[src/rtl/i2c_slave_ram_port.sv]
// I2C slave that streams bytes from the slave RAM controller read port onto SDA.
// A write transaction loads the 5-bit RAM pointer; each data byte read advances it.
module i2c_slave_ram_port #(
  parameter logic [6:0]  SLAVE_ADDR = 7'h42,
  parameter int unsigned RAM_RD_LAT = 1
) (
  input  logic       clk,
  input  logic       rst_n,
  input  logic       scl_i,
  input  logic       sda_i,
  output logic       sda_oe,
  output logic [4:0] slaveRAM_RADD,
  input  logic [7:0] slaveRAM_DOUT,
  output logic       busy,
  output logic       xfer_done
);

  typedef enum logic [2:0] {
    IDLE, ADDR, ADDR_ACK, PTR, PTR_ACK, TX, TX_ACK, IGNORE
  } state_e;

  localparam int PfW = $clog2(RAM_RD_LAT + 2);
  localparam logic [PfW-1:0] PfStart = PfW'(RAM_RD_LAT + 1);
  localparam logic [PfW-1:0] PfOne   = PfW'(1);

  logic sclMeta_q, sclSync_q, sclPrev_q;
  logic sdaMeta_q, sdaSync_q, sdaPrev_q;

  state_e         state_q, state_d;
  logic [3:0]     bitCnt_q, bitCnt_d;
  logic [7:0]     shift_q, shift_d;
  logic [4:0]     ptr_q, ptr_d;
  logic [4:0]     radd_q, radd_d;
  logic [PfW-1:0] pfCnt_q, pfCnt_d;
  logic           sdaOe_q, sdaOe_d;
  logic           busy_q, busy_d;
  logic           xferDone_q, xferDone_d;
  logic           matched_q, matched_d;
  logic           rw_q, rw_d;
  logic           ptrSet_q, ptrSet_d;

  logic       sclRise, sclFall, startDet, stopDet;
  logic [7:0] byteIn;

  // Synchronisers reset to the idle-bus level so reset release never fakes an edge.
  always_ff @(posedge clk or negedge rst_n) begin
    if (!rst_n) begin
      sclMeta_q <= 1'b1;
      sclSync_q <= 1'b1;
      sclPrev_q <= 1'b1;
      sdaMeta_q <= 1'b1;
      sdaSync_q <= 1'b1;
      sdaPrev_q <= 1'b1;
    end else begin
      sclMeta_q <= scl_i;
      sclSync_q <= sclMeta_q;
      sclPrev_q <= sclSync_q;
      sdaMeta_q <= sda_i;
      sdaSync_q <= sdaMeta_q;
      sdaPrev_q <= sdaSync_q;
    end
  end

  assign sclRise  = sclSync_q & ~sclPrev_q;
  assign sclFall  = ~sclSync_q & sclPrev_q;
  assign startDet = sclSync_q & ~sdaSync_q & sdaPrev_q;
  assign stopDet  = sclSync_q & sdaSync_q & ~sdaPrev_q;
  assign byteIn   = {shift_q[6:0], sdaSync_q};

  always_ff @(posedge clk or negedge rst_n) begin
    if (!rst_n) begin
      state_q    <= IDLE;
      bitCnt_q   <= '0;
      shift_q    <= '0;
      ptr_q      <= '0;
      radd_q     <= '0;
      pfCnt_q    <= '0;
      sdaOe_q    <= 1'b0;
      busy_q     <= 1'b0;
      xferDone_q <= 1'b0;
      matched_q  <= 1'b0;
      rw_q       <= 1'b0;
      ptrSet_q   <= 1'b0;
    end else begin
      state_q    <= state_d;
      bitCnt_q   <= bitCnt_d;
      shift_q    <= shift_d;
      ptr_q      <= ptr_d;
      radd_q     <= radd_d;
      pfCnt_q    <= pfCnt_d;
      sdaOe_q    <= sdaOe_d;
      busy_q     <= busy_d;
      xferDone_q <= xferDone_d;
      matched_q  <= matched_d;
      rw_q       <= rw_d;
      ptrSet_q   <= ptrSet_d;
    end
  end

  always_comb begin
    state_d    = state_q;
    bitCnt_d   = bitCnt_q;
    shift_d    = shift_q;
    ptr_d      = ptr_q;
    radd_d     = radd_q;
    pfCnt_d    = pfCnt_q;
    sdaOe_d    = sdaOe_q;
    busy_d     = busy_q;
    xferDone_d = 1'b0;
    matched_d  = matched_q;
    rw_d       = rw_q;
    ptrSet_d   = ptrSet_q;

    // Prefetch countdown: the shift register captures DOUT once the RAM latency has elapsed.
    if (pfCnt_q != '0) begin
      pfCnt_d = pfCnt_q - PfOne;
      if (pfCnt_q == PfOne) begin
        shift_d = slaveRAM_DOUT;
      end
    end

    if (stopDet) begin
      state_d    = IDLE;
      sdaOe_d    = 1'b0;
      busy_d     = 1'b0;
      xferDone_d = matched_q;
      matched_d  = 1'b0;
    end else if (startDet) begin
      state_d   = ADDR;
      bitCnt_d  = '0;
      busy_d    = 1'b1;
      matched_d = 1'b0;
      ptrSet_d  = 1'b0;
    end else begin
      case (state_q)
        ADDR: begin
          if (sclRise) begin
            shift_d  = byteIn;
            bitCnt_d = bitCnt_q + 4'd1;
            if (bitCnt_q == 4'd7) begin
              if (byteIn[7:1] == SLAVE_ADDR) begin
                matched_d = 1'b1;
                rw_d      = byteIn[0];
                state_d   = ADDR_ACK;
                if (byteIn[0]) begin
                  radd_d  = ptr_q;
                  pfCnt_d = PfStart;
                end
              end else begin
                state_d = IGNORE;
              end
            end
          end
        end

        // bitCnt 8 = waiting for the fall that opens the ACK slot, 9 = inside it.
        ADDR_ACK, PTR_ACK: begin
          if (sclFall) begin
            if (bitCnt_q == 4'd8) begin
              sdaOe_d  = 1'b1;
              bitCnt_d = 4'd9;
            end else if (state_q == ADDR_ACK && rw_q) begin
              state_d  = TX;
              sdaOe_d  = ~shift_q[7];
              bitCnt_d = 4'd1;
            end else begin
              state_d  = PTR;
              sdaOe_d  = 1'b0;
              bitCnt_d = '0;
            end
          end
        end

        PTR: begin
          if (sclRise) begin
            shift_d  = byteIn;
            bitCnt_d = bitCnt_q + 4'd1;
            if (bitCnt_q == 4'd7) begin
              if (!ptrSet_q) begin
                ptr_d    = byteIn[4:0];
                ptrSet_d = 1'b1;
                state_d  = PTR_ACK;
              end else begin
                state_d = IGNORE;
              end
            end
          end
        end

        TX: begin
          if (sclFall) begin
            if (bitCnt_q < 4'd8) begin
              shift_d  = {shift_q[6:0], 1'b0};
              sdaOe_d  = ~shift_q[6];
              bitCnt_d = bitCnt_q + 4'd1;
            end else begin
              sdaOe_d = 1'b0;
              state_d = TX_ACK;
            end
          end
        end

        // The byte is consumed either way, so the pointer advances on NACK as well.
        TX_ACK: begin
          if (sclRise && bitCnt_q == 4'd8) begin
            ptr_d   = ptr_q + 5'd1;
            radd_d  = ptr_q + 5'd1;
            pfCnt_d = PfStart;
            if (sdaSync_q) begin
              state_d = IGNORE;
            end else begin
              bitCnt_d = 4'd9;
            end
          end else if (sclFall && bitCnt_q == 4'd9) begin
            state_d  = TX;
            sdaOe_d  = ~shift_q[7];
            bitCnt_d = 4'd1;
          end
        end

        IGNORE: begin
          sdaOe_d = 1'b0;
        end

        default: ;
      endcase
    end
  end

  assign sda_oe        = sdaOe_q;
  assign slaveRAM_RADD = radd_q;
  assign busy          = busy_q;
  assign xfer_done     = xferDone_q;

endmodule

[config.mk]
export PLATFORM = sky130hd
export DESIGN_NAME = i2c_slave_ram_port
export DESIGN_NICKNAME = d
export VERILOG_FILES = /design/src/rtl/i2c_slave_ram_port.sv
export SDC_FILE = /design/constraint.sdc
export NUM_CORES = 1
export LEC_CHECK = 0
export BUFFER_PORTS_ARGS = -buffer_cell sky130_fd_sc_hd__buf_2
export CELL_PAD_IN_SITES_DETAIL_PLACEMENT = 0
export CELL_PAD_IN_SITES_GLOBAL_PLACEMENT = 2
export CORE_MARGIN = 8
export CORE_UTILIZATION = 39
export CTS_BUF_LIST = sky130_fd_sc_hd__clkbuf_8
export CTS_CLUSTER_SIZE = 30
export DETAILED_ROUTE_END_ITERATION = 6
export PLACE_DENSITY = 0.82
export SLEW_MARGIN = 20
export SYNTH_ARGS = -nofsm -noshare
export SYNTH_HDL_FRONTEND = slang
export SYNTH_SLANG_ARGS = --single-unit
[constraint.sdc]
create_clock -name clk -period 2.95 [get_ports clk]
set_clock_uncertainty 0.1 [all_clocks]
set_input_delay 0.885 -clock clk [delete_from_list [all_inputs] [get_ports clk]]
set_output_delay 0.885 -clock clk [all_outputs]
set_load 0.02 [all_outputs]
-- Yosys cells after proc, flatten, opt, wreduce, memory -nomap -nowiden
Index checks and enable logic that the tools add are counted.
- add/sub/neg operators: 3
- order comparisons: 1
- equal/unequal tests: 41
- mux-type cells: 78
- bitwise logic cells: 14
- reductions and logical operators: 27
- operator list (kind ; count):
    $mux W8 ; 7
    $mux W3 ; 15
    $mux W5 ; 8
    $ne A4 B4 Y1 const B ; 10
    $mux W4 ; 9
    $mux W1 ; 23
    $ne A3 B3 Y1 const B ; 7
    $pmux W5 S2 ; 2
    $mux W2 ; 9
    $ne A2 B2 Y1 const B ; 8
    $pmux W4 S4 ; 1
    $pmux W8 S2 ; 1
    $reduce_and A8 Y1 ; 2
    $pmux W3 S5 ; 1
    $reduce_bool A2 Y1 ; 7
    $eq A3 B3 Y1 const B ; 4
    $reduce_and A6 Y1 ; 2
    $reduce_bool A3 Y1 ; 4
    $reduce_and A11 Y1 ; 1
    $ne A5 B5 Y1 const B ; 2
    $reduce_bool A5 Y1 ; 2
    $eq A4 B4 Y1 const B ; 2
    $not A1 Y1 ; 8
    $reduce_and A4 Y1 ; 2
    18 further kinds ; 27
- register bits: 39
- logic and storage cells: 182

-- Longest topological paths before layout
- word-level depth: 9
- depth in mapped cells: 8

-- Worst setup path after synthesis
Ideal clock, no wire load.
- kind: reg-to-reg
- from: register sclSync_q
- to: register radd_q[1], in the netlist slaveRAM_RADD[1]
- library setup time: 125 ps
- arrival: 2019 ps
- required time: 2725 ps
- setup slack: 706 ps
- cell stages (with the launch flop): 8
- period minus slack after synthesis: 2244 ps
- path through: dfstp_2 buf_4 nand2b_1 buf_6 or4_1 nand4bb_4 nor2b_4 mux2_4
- cells in the longest elaborated chain, start to end: 4
- elaborated cells on any way between the ends: 11
- those cells by class: eq/ne: 2; bitwise: 7; reduce/logical: 2
- ends and longest elaborated chain (item ; line ; RTL):
    start, declared ; 26 ; logic sclMeta_q, sclSync_q, sclPrev_q;
    start signal, assigned ; 56 ; sclSync_q <= sclMeta_q;
    $and A1 B1 Y1, on equally long branches ; 64, 66, 67 ;
    $logic_and A1 B1 Y1 (tied with other cells) ; 205 ; if (sclRise && bitCnt_q == 4'd8) begin
    $ne A2 B2 Y1 (no source line) or $not A1 Y1 (tied branches) ; - ;
    $reduce_and A8 Y1 (no source line) (*) ; - ;
    end signal, assigned ; 89 ; radd_q <= radd_d;
    end, declared ; 33 ; logic [4:0] radd_q, radd_d;
Every way passes the cells marked *; elsewhere a longest branch is shown, timed or not.
A chain may end at the register's enable or synchronous reset.

-- Final worst setup path
- from: register sdaSync_q
- to: register radd_q[1], in the netlist slaveRAM_RADD[1]
- cells in the longest elaborated chain, start to end: 5
- elaborated cells on any way between the ends: 9
- those cells by class: eq/ne: 1; bitwise: 7; reduce/logical: 1
- ends and longest elaborated chain (item ; line ; RTL):
    start, declared ; 27 ; logic sdaMeta_q, sdaSync_q, sdaPrev_q;
    start signal, assigned ; 59 ; sdaSync_q <= sdaMeta_q;
    $not A1 Y1 ; 66 ; assign startDet = sclSync_q & ~sdaSync_q & sdaPrev_q;
    $and A1 B1 Y1 (2 in a row) ; 66 ;
    $not A1 Y1 (no source line) ; - ;
    $reduce_and A8 Y1 (no source line) (*) ; - ;
Marks and branches as above.

==> metrics.yaml <==
clock_network:
  tritoncts: "done"
  htree_levels: 2
  insertion_delay_ns: 0.29
  cts_hold_buf: 0
  cts_root_buf: "clkbuf_8"
  clk_path_buf_depth: 2
  post_cts_buffers: 0
  ctsResizeCount: 0
  cts.clk_slew.worst_paths_ns: 0.08
  cts_buffers: 5
  cts_sinks: 39
min_path:
  holdPathStages: 0
  hold_start: "sclMeta_q"
  worstHoldPathType: "flip-flop to flip-flop"
  min_to: "sclSync_q"
synth:
  synthTopCellsByArea: "dfrtp_1, dfstp_2, a21oi_1"
  syn_area_mm2: 0.00243
  synth_area_leader_cell: "dfrtp_1"
  yosysWarnings: 0
  ys_async_sr_fraction_pct: 100
  ys_types: 57
  syn_inst: 269
  synth_edf_count: 0
  synth_seq_cells: 39
  ys_seq_area_share_pct: 40.4
  avgSynthCellArea_um2: 9.05
  synth_flop_cell: "dfrtp_1"
  synth.top_cell.area_share_pct: 33.9
  syn_nets: 285
cells_and_area:
  nNetsFinal: 304
  n_fill_cell: 579
  diodes: 0
  final_area_mm2: 0.00273
  layout-drive-gt1-share_pct: 18.7
  area_growth_pct: 12.2
  stdcell_count: 364
place:
  dp.cells: 356
  port_buffers: 19
  place.gp.congestion: 0.848
  hpwlAfterDp_um: 4580
  placed_area_mm2: 0.00261
critical_path:
  cp_slowest_stage_delay_ns: 0.77
  reg2reg_depth: 5
  r2r-end: "slaveRAM_RADD[1]"
  r2r_setup_slack_ns: 0.24
  endpoint_kind: "flip-flop"
  path_class: "flip-flop to flip-flop"
  critPathSlowestCell: "o21ai_0"
  path_cells: "nand2_1 -> o21ai_0 -> nand4bb_4 -> nor2b_4 -> mux2_4"
  path_max_fanout: 12
  r2r_start: "sdaSync_q"
  cp.required_ns: 3.03
  cp.arrival_ns: 2.79
  critPathLaunchType: "flip-flop"
  cp_num_buf_inv: 0
  crit_family: "compound AO/OA/AOI/OAI gates"
  crit_cells: 5
timing:
  timing.final.crit_share_pct: 91.8
  tns_ns: 0
  fmax_mhz: 369
  rsz0062_at_grt: "false"
  worst_slew_pin_slew_ns: 0.913
  min_period_ns: 2.71
  hold_viol: 0
  relSlewSlack_pct: 38.5
  slew_violations: 0
  setup_viol_count_final: 0
power:
  p_int_w: 0.00130
  p_leak_nw: 1.17
  switching_share_pct: 39.7
  ir_drop_uv: 371
  power_w: 0.00216
  p_clk_share_pct: 21.8
  p_comb_share_pct: 39.8
  seq_power_share_pct: 38.4
  power_density_mw_per_mm2: 790
  p_sw_w: 0.000856
global_routing:
  grt_overflow: 0
  antenna_found_initial: 0
  grt_max_degree: 40
  grt_pass1_vias: 2011
  grt_pass1_wl_um: 10500
  grt_use_total_pct: 14.8
route:
  vias: 2087
  first_pass_iters: 4
  drtIter0Drc: 160
  wire_per_inst_um: 17.0
  ant_nets: 0
  viasPerCell: 5.73
  drcViolationCount: 0
  totalWireLength_um: 6190
die:
  core.rowCount: 28
  start_util_pct: 40.6
  die_w_um: 95.0
  dieArea_mm2: 0.00902
  dieHeight_um: 95.0
  pin_count: 20
  core_area_mm2: 0.00599
status:
  status: "completed"
run:
  drv_cap: 0
power by group through the flow:
stage,combinational (W),clock [W],sequential (W)
after detailed placement,0.000853,0,0.000836
after global placement,0.000865,0,0.000837
after global routing,0.000968,0.000505,0.000853
after CTS,0.000857,0.000481,0.000826
final,0.000858,0.000471,0.000828
after floorplan,0.000682,0,0.000757
sequential cells by signal (all words and copies together), names as in the netlist, 2 cells and up:
name / count
shift_q: 8
ptr_q: 5
slaveRAM_RADD: 5
bitCnt_q: 4
state_q: 3
pfCnt_q: 2
synth_stat cells, types with 4 or more instances:
master	count
a211oi_1	5
buf_2	4
clkbuf_1	8
nand2_1	17
nor3_1	5
nand3b_1	8
a21oi_1	24
o22ai_1	8
inv_1	13
dfstp_2	6
ha_1	4
nand3_1	8
mux2i_1	9
nor2_1	24
dfrtp_1	33
o21ai_0	20
nand2b_1	9
metrics by stage:
| step | setup slack [ns] | util (%) | hold slack [ns] |
|---|---|---|---|
| after detailed placement | 0.300 | 43.6 | 0.249 |
| after global routing | 0.112 | 45.6 | 0.266 |
| after CTS | 0.264 | 45.6 | 0.260 |
| after floorplan | 0.706 | - | 0.245 |
| after global placement | 0.361 | 43.6 | 0.256 |
| final | 0.241 | 45.6 | 0.259 |
worst max path at each step:
stage	end	slack [ns]	startpoint
global route	slaveRAM_RADD[2]	0.11	sdaSync_q
finish	slaveRAM_RADD[1]	0.24	sdaSync_q
global placement	slaveRAM_RADD[1]	0.36	sdaSync_q
floorplan	slaveRAM_RADD[1]	0.71	sclSync_q
CTS	slaveRAM_RADD[1]	0.26	sdaSync_q
detailed placement	slaveRAM_RADD[1]	0.30	sdaSync_q
worst reg2reg max path, cell delays in order, from the launching register on:
cell	delay, ns
dfstp_2	0.67
nand2_1	0.21
o21ai_0	0.77
nand4bb_4	0.30
nor2b_4	0.24
mux2_4	0.31
cell usage in the layout (no fill, tap or decap), types with 3 or more instances in the layout:
cell / netlist / final
dfrtp_1: 33 / 33
nor2_1: 24 / 24
a21oi_1: 24 / 24
o21ai_0: 20 / 20
buf_2: 4 / 19
nand2_1: 17 / 17
inv_1: 13 / 13
nand2b_1: 9 / 9
mux2i_1: 9 / 9
buf_4: 1 / 9
nand3b_1: 8 / 8
nand3_1: 8 / 8
o22ai_1: 8 / 8
clkbuf_8: 0 / 6
dfstp_2: 6 / 6
a211oi_1: 5 / 5
nor3_1: 5 / 5
ha_1: 4 / 4
o32ai_1: 3 / 3
o21a_1: 3 / 3
nor4b_1: 3 / 3
xnor2_1: 3 / 3
mux2_4: 3 / 3
nor3b_1: 3 / 3
a2bb2oi_1: 3 / 3
nor4_1: 3 / 3
routing by layer:
| layer | vias up | GRT usage [%] | part of all wire (%) |
|---|---|---|---|
| li1 | 1018 | - | - |
| met1 | 1021 | 22.3 | 52 |
| met2 | 41 | 20.6 | 43 |
| met3 | 7 | 3.49 | 4.2 |
| met4 | 0 | 2.99 | 0.78 |
| met5 | - | 0 | 0 |
layout make-up:
class | count | area (um^2) | share of cell area, %
clock inverter | 2 | 35.0 | 1.28
multi-input combinational | 201 | 1320 | 48.5
clock buffer | 6 | 82.6 | 3.02
sequential | 39 | 983 | 36.0
timing repair buffer | 28 | 163 | 5.96
tap | 75 | 93.8 | 3.44
inverter | 13 | 48.8 | 1.79
logic make-up after synthesis:
family | count (synthesis) | synth area share, %
DFF | 39 | 40.4
and+or+nand+nor | 96 | 22.4
AOI/OAI and AO/OA | 85 | 22.8
xor gates and xnor gates | 3 | 1.08
buffers and inverters | 29 | 5.19
muxes | 13 | 6.02
adders and majority gates | 4 | 2.06
Note: power is estimated with default switching activity, not from simulation.
